### config.mk
export PLATFORM = sky130hd
export DESIGN_NAME = reg_access_master
export DESIGN_NICKNAME = d
export VERILOG_FILES = /design/src/rtl/reg_access_master.sv
export SDC_FILE = /design/constraint.sdc
export NUM_CORES = 1
export LEC_CHECK = 0
export CORE_MARGIN = 2
export CORE_UTILIZATION = 37
export DETAILED_ROUTE_END_ITERATION = 6
export PLACE_DENSITY = 0.64
export SYNTH_ARGS = -nofsm -noshare
export SYNTH_HDL_FRONTEND = slang
export SYNTH_SLANG_ARGS = --single-unit
### constraint.sdc
create_clock -name clk -period 2.6 [get_ports clk]
set_input_delay 0.26 -clock clk [delete_from_list [all_inputs] [get_ports clk]]
set_output_delay 0.26 -clock clk [all_outputs]
set_load 0.05 [all_outputs]
### src/rtl/reg_access_master.sv
// ---------------------------------------------------------------------------
// reg_access_master
//
// Command-side bus master for the switch's 8-bit register bank. Register
// commands from the CPU side are buffered in a small FIFO and executed one at
// a time as a single sel_en/ack handshake on the bank. Every command produces
// exactly one response, in order: read data for reads, nothing for writes, or
// an error flag when the address is outside the implemented register range.
//
// Optional feature macro: REG_ACC_TIMEOUT_EN
//   When defined, an access that sees no ack within TIMEOUT_CYC cycles is
//   abandoned and answered with rsp_err=1. When undefined, the master waits
//   for ack indefinitely.
//
// Parameters
//   NUM_OF_REG   registers implemented downstream (legal addr 0..NUM_OF_REG-1)
//   FIFO_DEPTH   command FIFO entries (power of two, >= 2)
//   TIMEOUT_CYC  ack wait limit in cycles (only with REG_ACC_TIMEOUT_EN)
//
// Ports
//   clk, rst_n                       clock (rising edge), async active-low reset
//   cmd_valid/cmd_ready              command handshake
//   cmd_wr, cmd_addr, cmd_wdata      command contents (1=write)
//   rsp_valid/rsp_ready              response handshake, response held until taken
//   rsp_wr, rsp_rdata, rsp_err       response contents
//   sel_en, wr_rd_s, addr, wr_data   bank request side
//   rd_data, ack                     bank reply side (ack registered in the bank)
//   busy                             FSM active or commands still queued
// ---------------------------------------------------------------------------
module reg_access_master #(
  parameter int NUM_OF_REG  = 4,
  parameter int FIFO_DEPTH  = 4,
  parameter int TIMEOUT_CYC = 16
) (
  input  logic       clk,
  input  logic       rst_n,
  input  logic       cmd_valid,
  output logic       cmd_ready,
  input  logic       cmd_wr,
  input  logic [7:0] cmd_addr,
  input  logic [7:0] cmd_wdata,
  output logic       rsp_valid,
  input  logic       rsp_ready,
  output logic       rsp_wr,
  output logic [7:0] rsp_rdata,
  output logic       rsp_err,
  output logic       sel_en,
  output logic       wr_rd_s,
  output logic [7:0] addr,
  output logic [7:0] wr_data,
  input  logic [7:0] rd_data,
  input  logic       ack,
  output logic       busy
);

  localparam int PTR_W = $clog2(FIFO_DEPTH);
  localparam int CNT_W = PTR_W + 1;
  localparam logic [CNT_W-1:0] FULL_CNT = CNT_W'(FIFO_DEPTH);
  // 9 bits so that NUM_OF_REG=256 (every address legal) still compares correctly
  localparam logic [8:0] NUM_REG_LIM = 9'(NUM_OF_REG);

  // Reject parameter sets the pointer arithmetic and counters cannot handle
  if (FIFO_DEPTH < 2 || (FIFO_DEPTH & (FIFO_DEPTH - 1)) != 0 ||
      NUM_OF_REG < 1 || NUM_OF_REG > 256 ||
      TIMEOUT_CYC < 1 || TIMEOUT_CYC > 255) begin : g_bad_params
    $error("reg_access_master: unsupported parameter values");
  end

  typedef enum logic [1:0] {
    IDLE,
    ACCESS,
    RELEASE,
    RESP
  } state_t;

  typedef struct packed {
    logic       wr;
    logic [7:0] addr;
    logic [7:0] wdata;
  } cmd_t;

  cmd_t             fifo_mem [FIFO_DEPTH];
  logic [PTR_W-1:0] wr_ptr;
  logic [PTR_W-1:0] rd_ptr;
  logic [CNT_W-1:0] count;
  logic             fifo_empty;
  logic             fifo_full;
  logic             push;
  logic             pop;
  cmd_t             head;
  logic             addr_ok;

  state_t           state;
  state_t           state_nxt;

  logic             work_wr;
  logic [7:0]       work_addr;
  logic [7:0]       work_wdata;
  logic [7:0]       rdata_q;
  logic             err_q;
  logic             tmo_hit;

  assign fifo_empty = (count == '0);
  assign fifo_full  = (count == FULL_CNT);
  assign head       = fifo_mem[rd_ptr];
  assign addr_ok    = ({1'b0, head.addr} < NUM_REG_LIM);

  // The head is only taken while idle with the response slot free, so at
  // most one command is ever in flight and responses stay in order.
  assign pop       = (state == IDLE) && !fifo_empty && !rsp_valid;
  // A full FIFO can still accept when the head leaves in the same cycle.
  assign cmd_ready = !fifo_full || pop;
  assign push      = cmd_valid && cmd_ready;

  // Command storage; contents need no reset because count gates every read
  always_ff @(posedge clk) begin
    if (push) begin
      fifo_mem[wr_ptr] <= '{wr: cmd_wr, addr: cmd_addr, wdata: cmd_wdata};
    end
  end

  // FIFO pointers and occupancy; pointers wrap naturally at a power of two
  always_ff @(posedge clk or negedge rst_n) begin
    if (!rst_n) begin
      wr_ptr <= '0;
      rd_ptr <= '0;
      count  <= '0;
    end else begin
      if (push) begin
        wr_ptr <= wr_ptr + 1'b1;
      end
      if (pop) begin
        rd_ptr <= rd_ptr + 1'b1;
      end
      if (push && !pop) begin
        count <= count + 1'b1;
      end else if (pop && !push) begin
        count <= count - 1'b1;
      end
    end
  end

`ifdef REG_ACC_TIMEOUT_EN
  localparam logic [7:0] TMO_LAST = 8'(TIMEOUT_CYC - 1);
  logic [7:0] tmo_cnt;

  // Counts ACCESS cycles; it is zero on the first cycle of every access
  always_ff @(posedge clk or negedge rst_n) begin
    if (!rst_n) begin
      tmo_cnt <= '0;
    end else if (state != ACCESS) begin
      tmo_cnt <= '0;
    end else begin
      tmo_cnt <= tmo_cnt + 1'b1;
    end
  end

  assign tmo_hit = (state == ACCESS) && !ack && (tmo_cnt == TMO_LAST);
`else
  assign tmo_hit = 1'b0;
`endif

  // State register
  always_ff @(posedge clk or negedge rst_n) begin
    if (!rst_n) begin
      state <= IDLE;
    end else begin
      state <= state_nxt;
    end
  end

  // Next-state logic. RELEASE waits for ack to fall so a lingering ack from
  // this access can never be mistaken for the next command's ack.
  always_comb begin
    state_nxt = state;
    case (state)
      IDLE: begin
        if (pop) begin
          state_nxt = addr_ok ? ACCESS : RESP;
        end
      end
      ACCESS: begin
        if (ack || tmo_hit) begin
          state_nxt = RELEASE;
        end
      end
      RELEASE: begin
        if (!ack) begin
          state_nxt = RESP;
        end
      end
      RESP: begin
        if (rsp_ready) begin
          state_nxt = IDLE;
        end
      end
      default: state_nxt = IDLE;
    endcase
  end

  // Work registers: the popped command plus the response being built for it
  always_ff @(posedge clk or negedge rst_n) begin
    if (!rst_n) begin
      work_wr    <= 1'b0;
      work_addr  <= '0;
      work_wdata <= '0;
      rdata_q    <= '0;
      err_q      <= 1'b0;
    end else begin
      if (pop) begin
        work_wr    <= head.wr;
        work_addr  <= head.addr;
        work_wdata <= head.wdata;
        rdata_q    <= '0;
        err_q      <= !addr_ok;
      end else if (state == ACCESS) begin
        if (ack) begin
          if (!work_wr) begin
            rdata_q <= rd_data;
          end
        end else if (tmo_hit) begin
          err_q <= 1'b1;
        end
      end
    end
  end

  // sel_en drops in the cycle ack arrives: ack comes from a bank register, so
  // this stays glitch-free and lets ack fall one cycle earlier, giving the
  // five-cycle command turnaround.
  assign sel_en    = (state == ACCESS) && !ack;
  assign wr_rd_s   = work_wr;
  assign addr      = work_addr;
  assign wr_data   = work_wdata;

  assign rsp_valid = (state == RESP);
  assign rsp_wr    = work_wr;
  assign rsp_rdata = rdata_q;
  assign rsp_err   = err_q;

  assign busy      = (state != IDLE) || !fifo_empty;

endmodule
==> results.yml <==
route:
  drtIter0Drc: 139
  post_drt_wl_per_cell_um: 16.8
  final_antenna_net_count: 0
  met1_length_um: 3180
  drc_errors: 0
  wl_met2_um: 3590
  topRoutingLayerUsed: "met4"
  first_pass_iters: 4
  wl_met3_um: 403
  totalWireLength_um: 7250
  viasPerCell: 4.85
  num_vias: 2091
pwr:
  p_per_area_nw_per_um2: 1260
  p_switching_mw: 2.39
  p_clk_frac: 0.182
  intPower_mw: 4.07
  vdd_drop_max_mv: 0.671
  p_comb_frac: 0.427
  seqPwrFrac: 0.392
  leakage_nw: 1.95
  p_sw_frac: 0.370
setup_path:
  critical_path.top_delay_family: "buffers and inverters"
  crit_fanout: 6
  critPathSlowestCell: "clkdlybuf4s50_1"
  worst-path-buf-inv: 2
  required_ps: 2340
  startpoint: "state[0]"
  setup.worst_path.class: "reg2out"
  cpPeakStageDelay_ps: 820
  path_cells: "inv_1, ha_1, nand2b_1, nand3_4, clkdlybuf4s50_1"
  crit_arrival_ps: 2170
  end_kind: "output pin"
  r2r_start: "state[0]"
  cp-start-kind: "flop"
sta:
  post-route-min-period_ps: 2430
  slew_viol_final: 0
  hold_viol_final: 0
  slew_headroom: 0.432
  setup_viol: 0
  fin_skew_ps: 12.6
  max_slew.worst_pin.slew_ps: 852
  rsz0062_at_grt: "false"
  period_share: 0.935
  tns_ps: 0
  fmax_ghz: 0.411
yosys:
  avgSynthCellArea_um2: 18.9
  synth_top_area_frac: 0.501
  synthCells: 216
  yosysTopAreaCell: "edfxtp_1"
  syn_area_um2: 4080
  synthTopCellsByArea: "edfxtp_1 50%, dfrtp_1 21%, mux4_2 6.6%, mux2_2 5.5%, mux4_1 3.2%"
  seq_area_frac_synth: 0.716
  syn_nets: 257
  ys_ff_latch: 103
  yosysWarnings: 0
  ys_types: 29
die:
  num_rows: 38
  initial_utilization: 0.378
  dieArea_um2: 11900
  design.core.area_um2: 10800
  die_h_um: 109
  fp.dieW_um: 109
  ioPinCount: 61
global_routing:
  grt_pass1_vias: 2224
  grt_first_pass_wirelength_um: 11500
  grt-ovfl-total: 0
  track_usage: 0.133
  antenna_found_initial: 0
  grt_max_degree: 36
placed_design:
  portBuffers: 60
  dp_hpwl_um: 4670
  placedCellCount: 415
  gp_congestion: 0.647
layout:
  finalNonFillerCells: 431
  n_fill_cell: 934
  diodes: 0
  nets: 327
  fin_util: 0.475
  drive_above_1_share: 0.206
  layout-area-overhead-vs-synth_pct: 25.6
clock_network:
  clock_path_buffers: 2
  post_cts_buffers: 0
  hold_buffers: 0
  root_buffer: "clkbuf_8"
  cts_buffers: 9
  cts_tree: "yes"
  clk_pin_slew_ps: 100
  htreeDepth: 3
  insertion_delay_ps: 350
  cts_num_sinks: 103
  ctsResizeCount: 0
hold_path:
  holdCritPathClass: "in2async"
job:
  drv_cap: 0
run_status:
  outcome: "complete, no violations"
-- power groups by stage --
stage	sequential, mW	combinational [mW]	clock [mW]
after CTS	2.55	2.80	1.21
after global routing	2.59	2.95	1.27
final	2.53	2.76	1.18
after detailed placement	2.58	2.79	0
after global placement	2.56	2.75	0
after floorplan	3.13	1.35	0
-- area by class of cell --
type	count	area, um^2	share of cell area
multi-input cells	97	1100	0.216
well taps	140	175	0.0342
flip-flops and latches	103	2920	0.570
repair buffers	68	656	0.128
inverters	7	26.3	0.00513
clock buffers	10	128	0.0249
clock inverters	6	115	0.0225
-- kinds of logic after synthesis --
logic type | after synthesis | share of synthesized area
and+or+nand+nor | 31 | 0.0377
DFF | 103 | 0.716
adders and majority gates | 11 | 0.0356
AOI/OAI and AO/OA | 4 | 0.00706
buffers and inverters | 16 | 0.0178
muxes | 45 | 0.173
xor gates and xnor gates | 6 | 0.0129
-- worst reg2reg max path: stages, from the launching register on --
cell and delay [ps]:
dfrtp_1 430, inv_1 120, ha_1 200, nand2b_1 130
nand3_4 120, and2_0 230, ha_1 220, inv_1 60
fa_1 370, xor2_1 170, nor2_1 110, xor2_1 170
-- cells in the mapped netlist, drive strengths merged --
cell	instances
a31oi	2
and2	1
and3	5
buf	5
clkbuf	4
dfrtp	35
edfxtp	68
fa	1
ha	10
inv	7
mux2	20
mux2i	8
mux4	17
nand2	4
nand2b	2
nand3	1
nand3b	1
nor2	14
nor2b	1
nor3	1
nor4	1
o22ai	1
o32a	1
xnor2	3
xor2	3
-- state kept, by name (all words and copies together), names as in the netlist, 2 cells and up --
register and cells:
addr 8, count 3, fifo_mem 68, rd_ptr 2, rsp_rdata 8, state 2
wr_data 8, wr_ptr 2
-- routing by layer --
metal / vias to the layer above / track usage
met4: 0 / 0.0357
met3: 6 / 0.0395
li1: 960 / -
met1: 1068 / 0.164
met5: - / 0
met2: 57 / 0.228
-- cell usage in the layout, fill, tap and decap left out, types with 2 or more instances in the layout --
cell / Yosys / layout
a31oi_1: 2 / 2
and3_1: 5 / 5
buf_4: 1 / 8
bufinv_16: 0 / 3
clkbuf_8: 0 / 9
clkdlybuf4s50_1: 0 / 59
dfrtp_1: 35 / 35
edfxtp_1: 68 / 68
ha_1: 10 / 9
inv_1: 7 / 7
mux2_2: 20 / 20
mux2i_1: 8 / 8
mux4_1: 5 / 5
mux4_2: 12 / 12
nand2_1: 4 / 4
nand2b_1: 2 / 2
nor2_1: 14 / 13
xnor2_1: 3 / 3
xor2_1: 3 / 3
-- worst paths after layout --
kind / end / slack (ps) / cells past startpoint
setup / recovery: cmd_ready / 170 / 5
hold / removal: state[0] / 9 / 1
setup reg to reg: count[2] / 200 / 11
hold reg to reg: wr_data[7] / 510 / 1
max in group asynchronous: wr_ptr[1] / 2050 / 1
min in group clk: rsp_rdata[3] / 500 / 3
-- through the flow --
stage / instance area, um^2 / worst slack (ps) / hold WS, ps / power, mW
floorplan: 4100 / 2.75 / -35.6 / 4.48
global placement: 4880 / 325 / 423 / 5.31
detailed placement: 4880 / 219 / 433 / 5.37
CTS: 5120 / 125 / 36.6 / 6.56
global route: 5120 / 21.8 / 76.3 / 6.82
finish: 5120 / 169 / 8.86 / 6.46
No activity file was read; power rests on OpenSTA's default activity.
